**config.mk**
```make
export PLATFORM = sky130hd
export DESIGN_NAME = rf_wb_arbiter
export DESIGN_NICKNAME = d
export VERILOG_FILES = /design/src/rtl/rf_wb_arbiter.sv
export SDC_FILE = /design/constraint.sdc
export NUM_CORES = 1
export LEC_CHECK = 0
export CAP_MARGIN = 10
export CORE_MARGIN = 3
export CORE_UTILIZATION = 35
export CTS_BUF_LIST = sky130_fd_sc_hd__clkbuf_2
export DETAILED_ROUTE_END_ITERATION = 6
export HOLD_SLACK_MARGIN = 0.06
export PLACE_DENSITY = 0.88
export SLEW_MARGIN = 40
export SYNTH_ARGS = -nofsm -noshare
export SYNTH_HDL_FRONTEND = slang
export SYNTH_SLANG_ARGS = --single-unit
export TNS_END_PERCENT = 50
```
**constraint.sdc**
```tcl
create_clock -name clk -period 2.5 [get_ports clk]
set_input_delay 0.25 -clock clk [delete_from_list [all_inputs] [get_ports clk]]
set_output_delay 0.25 -clock clk [all_outputs]
set_load 0.1 [all_outputs]
```
**src/rtl/rf_wb_arbiter.sv**
```systemverilog
// Round-robin arbiter sharing one register-file write port between NUM_REQ writeback sources.
// Optional forwarding taps are enabled by defining RF_WB_BYPASS_EN.
module rf_wb_arbiter #(
   parameter int unsigned NUM_REQ = 3,
   parameter int unsigned ADDR_W  = 5,
   parameter int unsigned DATA_W  = 32
) (
   input  logic                      clk,
   input  logic                      rst_n,
   input  logic                      wb_stall,
   input  logic [NUM_REQ-1:0]        req_valid,
   input  logic [NUM_REQ*ADDR_W-1:0] req_addr,
   input  logic [NUM_REQ*DATA_W-1:0] req_data,
   output logic [NUM_REQ-1:0]        req_ready,
`ifdef RF_WB_BYPASS_EN
   input  logic [ADDR_W-1:0]         byp_addr1,
   input  logic [ADDR_W-1:0]         byp_addr2,
   output logic                      byp_hit1,
   output logic                      byp_hit2,
   output logic [DATA_W-1:0]         byp_data1,
   output logic [DATA_W-1:0]         byp_data2,
`endif
   output logic                      rf_write_enable,
   output logic [ADDR_W-1:0]         rf_write_addr,
   output logic [DATA_W-1:0]         rf_write_data
);

   localparam int unsigned PTR_W = $clog2(NUM_REQ);
   localparam int unsigned IDX_W = PTR_W + 1;

   logic [PTR_W-1:0]   ptr_q, ptr_d;
   logic               we_q, we_d;
   logic [ADDR_W-1:0]  addr_q, addr_d;
   logic [DATA_W-1:0]  data_q, data_d;
   logic [NUM_REQ-1:0] gnt;
   logic               found;
   logic [IDX_W-1:0]   slot;
   logic               xfer;
   logic [ADDR_W-1:0]  sel_addr;
   logic [DATA_W-1:0]  sel_data;

   // Rotating priority scan starting at ptr; slot wraps modulo NUM_REQ
   always_comb begin
      gnt   = '0;
      found = 1'b0;
      slot  = '0;
      for (int k = 0; k < NUM_REQ; k++) begin
         slot = IDX_W'(ptr_q) + IDX_W'(k);
         if (slot >= IDX_W'(NUM_REQ)) slot = slot - IDX_W'(NUM_REQ);
         for (int j = 0; j < NUM_REQ; j++) begin
            if (!found && (slot == IDX_W'(j)) && req_valid[j]) begin
               gnt[j] = 1'b1;
               found  = 1'b1;
            end
         end
      end
      if (wb_stall || !rst_n) gnt = '0;
   end

   assign req_ready = gnt;
   assign xfer      = |gnt;

   // Grant-selected payload and next-state for pointer and write port
   always_comb begin
      sel_addr = '0;
      sel_data = '0;
      ptr_d    = ptr_q;
      for (int i = 0; i < NUM_REQ; i++) begin
         if (gnt[i]) begin
            sel_addr = sel_addr | req_addr[i*ADDR_W +: ADDR_W];
            sel_data = sel_data | req_data[i*DATA_W +: DATA_W];
            ptr_d    = PTR_W'((i + 1) % NUM_REQ);
         end
      end
      we_d   = xfer && (sel_addr != '0);
      addr_d = xfer ? sel_addr : addr_q;
      data_d = xfer ? sel_data : data_q;
   end

   always_ff @(posedge clk or negedge rst_n) begin
      if (!rst_n) begin
         ptr_q  <= '0;
         we_q   <= 1'b0;
         addr_q <= '0;
         data_q <= '0;
      end else begin
         ptr_q  <= ptr_d;
         we_q   <= we_d;
         addr_q <= addr_d;
         data_q <= data_d;
      end
   end

   assign rf_write_enable = we_q;
   assign rf_write_addr   = addr_q;
   assign rf_write_data   = data_q;

`ifdef RF_WB_BYPASS_EN
   // Forward the value being written this cycle to same-cycle readers
   assign byp_hit1  = we_q && (addr_q == byp_addr1) && (byp_addr1 != '0);
   assign byp_hit2  = we_q && (addr_q == byp_addr2) && (byp_addr2 != '0);
   assign byp_data1 = data_q;
   assign byp_data2 = data_q;
`endif

endmodule

```
==> metrics.md <==
| Metric | Value |
|---|---|
| Slew headroom | 64.6% |
| Seq cells post-synth | 40 |
| Internal power | 2.06 mW |
| Pwr Total | 5.53 mW |
| Global-route wire length before repair | 12000 um |
| Fmax | 423 MHz |
| I/O Buffers | 157 |
| Synthesized area per cell | 10.2 um^2 |
| Critical path class | reg -> out |
| Mapped Nets | 323 |
| Count of different cell masters after synthesis | 28 |
| Max incr delay on CP | 410 ps |
| Design area | 3720 um^2 |
| Fraction of layout cells with a size suffix above 1 | 19.1% |
| CTS tree | done |
| WL final | 7670 um |
| Crit end category | primary output |
| First-pass detailed-route iteration total | 7 |
| Num CTS Buffers | 5 |
| Vias in the first global route | 2445 |
| Clock Power Share | 7.1% |
| Post-Syn Area | 2070 um^2 |
| Critical path arrival | 2110 ps |
| RSZ-0062 raised after global routing | no |
| DRC errors left | 10 |
| Largest net degree at the start of global routing | 65 |
| DP Worst Slack | 328 ps |
| Via count | 2451 |
| Clk sink count | 40 |
| Failing checks | design-rule violations |
| Minimum clock period | 2360 ps |
| Syn Inst Count | 204 |
| Row Count | 27 |
| Post-route ant nets | 0 |
| Fin nets | 480 |
| Hold Crit Class | in -> reg |
| DRT iter0 DRCs | 174 |
| GP Congestion | 0.868 |
| Reg power frac | 20.9% |
| Dpl hpwl | 5800 um |
| H-tree depth | 2 |
| DIE WIDTH | 83.0 um |
| Final period util | 94.6% |
| Worst setup SP type | register |
| Placed cell areas | 3630 um^2 |
| Pwr dens | 1490 nW/um^2 |
| Reg clk slew, reported paths | 190 ps |
| Max clock buf depth | 2 |
| Net Switching | 3.47 mW |
| Share of total power in combinational logic | 72.1% |
| Status | finished, violations left |
| Fin. Hold Viols | 0 |
| TNS Setup | 0 ps |
| Number of max-cap violations | 0 |
| Via density | 5.65 |
| Slowest CP cell | dfrtp_1 |
| GRT Util Overall | 21.2% |
| Routed wire per std cell | 17.7 um |
| Clock latency on the worst-skew pair | 400 ps |
| Initial Util | 37.0% |
| Setup Buffers After CTS | 0 |
| CP required | 2250 ps |
| Sw Ratio | 62.7% |
| Initial antenna violation count | 0 |
| Crit-path cells | inv_1, ha_1, mux2i_1, o41ai_4, buf_4, buf_12 |
| Overflow after GRT | 0 |
| Max-slew violations | 0 |
| Die footprint | 6890 um^2 |
| Area Growth Syn to Fin | 79.4% |
| Die Ht | 83.0 um |
| Worst vdd ir | 0.891 mV |
| Worst slew pin tran | 530 ps |
| CTS root buf | clkbuf_2 |
| Crit-path max FO | 18 |
| Core area | 5610 um^2 |
| Io pins | 158 |
| Worst Clk Skew | 19.9 ps |
| Seq/Total Area, Yosys | 48.3% |
| LEAKAGE | 1.54 nW |
| Synth Warn # | 0 |
| Diodes inserted | 0 |
| Final setup fails | 0 |
| Slack of the critical path | 135 ps |
==> state kept, by name, indices dropped and copies added (netlist names) <==
signal / cells
rf_write_enable: 1
rf_write_data: 32
rf_write_addr: 5
ptr_q: 2
==> critical path: cells and delay by family (launching register included) <==
family                     cells  cell delay, ps
muxes                          1             190
buffers and inverters          3             550
adders and majority gates      1             330
AOI/OAI and AO/OA              1             240
DFF                            1             410
==> cell type report <==
type	instances	area (um^2)
Fill cell	488	1890
Multi-Input combinational cell	142	948
Timing Repair Buffer	168	1600
Clock inverter	3	42.5
Tap cell	72	90.1
Sequential cell	40	1000
Clock buffer	5	25.0
Inverter	4	15.0
==> cell usage in the layout (no fill, tap or decap) <==
| master | n |
|---|---|
| a21oi_1 | 33 |
| a21oi_2 | 1 |
| a222oi_1 | 36 |
| a22o_1 | 1 |
| a22oi_1 | 2 |
| a31oi_2 | 1 |
| buf_12 | 4 |
| buf_2 | 1 |
| buf_4 | 47 |
| bufinv_16 | 1 |
| clkbuf_2 | 5 |
| clkdlybuf4s50_1 | 115 |
| clkinv_2 | 1 |
| clkinvlp_4 | 1 |
| dfrtp_1 | 40 |
| dlygate4sd3_1 | 1 |
| ha_1 | 2 |
| inv_1 | 3 |
| inv_2 | 1 |
| mux2i_1 | 1 |
| nand2_1 | 12 |
| nand2b_2 | 1 |
| nand3_1 | 1 |
| nand4_1 | 1 |
| nor2_1 | 34 |
| nor2_2 | 1 |
| nor2_4 | 1 |
| nor2b_1 | 1 |
| nor3_1 | 2 |
| nor3_4 | 2 |
| o21ai_0 | 1 |
| o21bai_1 | 1 |
| o41ai_1 | 2 |
| o41ai_4 | 1 |
| or2_1 | 2 |
| or3_1 | 1 |
| or4_1 | 1 |
==> through the flow <==
stage               hold WS [ps]  instances  utilization (%)
finish                       397        434             66.4
global route                 382        434             66.4
CTS                          357        433             66.2
detailed placement           417        424             64.8
global placement             422        424             64.7
floorplan                  -45.6        204                -
==> layer usage <==
layer / track usage (%) / routed length (um) / up-vias
met3: 4.86 / 584 / 16
met1: 23.7 / 2690 / 1181
met5: 0 / 0 / -
li1: - / - / 1123
met2: 39.6 / 4250 / 131
met4: 6.54 / 144 / 0
==> worst paths after layout <==
path	end	depth (start not counted)	slack, ps	startpoint
worst max-delay path	req_ready[2]	6	140	ptr_q[0]$_DFFE_PN0P_
worst min-delay path	rf_write_addr[4]$_DFFE_PN0P_	3	400	req_addr[14]
worst max register to register	rf_write_data[13]$_DFFE_PN0P_	8	360	ptr_q[0]$_DFFE_PN0P_
worst min register to register	rf_write_addr[0]$_DFFE_PN0P_	2	530	rf_write_addr[0]$_DFFE_PN0P_
max in group asynchronous	ptr_q[0]$_DFFE_PN0P_	3	1650	rst_n
min in group asynchronous	rf_write_data[14]$_DFFE_PN0P_	3	480	rst_n
==> cells by family after synthesis <==
kind of cell | Yosys count | synth area share (%)
multiplexers | 1 | 0.483
AO/OA/AOI/OAI | 79 | 30.1
adder cells (fa/ha/maj) | 2 | 1.21
flip-flops | 40 | 48.3
buffers and inverters | 23 | 7.48
AND/OR/NAND/NOR | 59 | 12.5
==> cells in the mapped netlist <==
cell | instances | share of area [%]
inv_1 | 3 | 0.54
nand3_1 | 1 | 0.24
buf_2 | 7 | 1.7
ha_1 | 2 | 1.2
buf_6 | 8 | 4.3
inv_2 | 1 | 0.18
a21oi_1 | 34 | 8.2
nor3_1 | 2 | 0.48
nand2_1 | 12 | 2.2
a31oi_2 | 1 | 0.60
o21bai_1 | 1 | 0.36
nor2_1 | 35 | 6.3
nand4_1 | 1 | 0.30
a22o_1 | 1 | 0.42
a22oi_1 | 2 | 0.72
o41ai_1 | 2 | 0.84
or2_1 | 2 | 0.60
clkbuf_1 | 4 | 0.72
or3_1 | 1 | 0.30
nor2b_1 | 1 | 0.30
nor3_2 | 2 | 0.97
o21ai_0 | 1 | 0.24
or4_1 | 1 | 0.36
mux2i_1 | 1 | 0.48
a222oi_1 | 36 | 17
nand2b_2 | 1 | 0.42
dfrtp_1 | 40 | 48
o41ai_4 | 1 | 1.3
==> repair_timing <==
action	4_1_cts	5_1_grt
hold buffers	1	0
gates resized for setup	0	1
setup endpoints to repair	0	1
endpoints found under the hold margin	40	0
==> power groups by stage <==
stage | sequential (mW) | clock, mW | combinational (mW)
2_1_floorplan | 3.43 | 0 | 0.718
3_3_place_gp | 1.15 | 0 | 3.92
3_5_place_dp | 1.17 | 0 | 3.98
4_1_cts | 1.16 | 0.405 | 3.99
5_1_grt | 1.20 | 0.428 | 4.13
6_report | 1.15 | 0.390 | 3.98
Note: power is estimated with default switching activity, not from simulation.
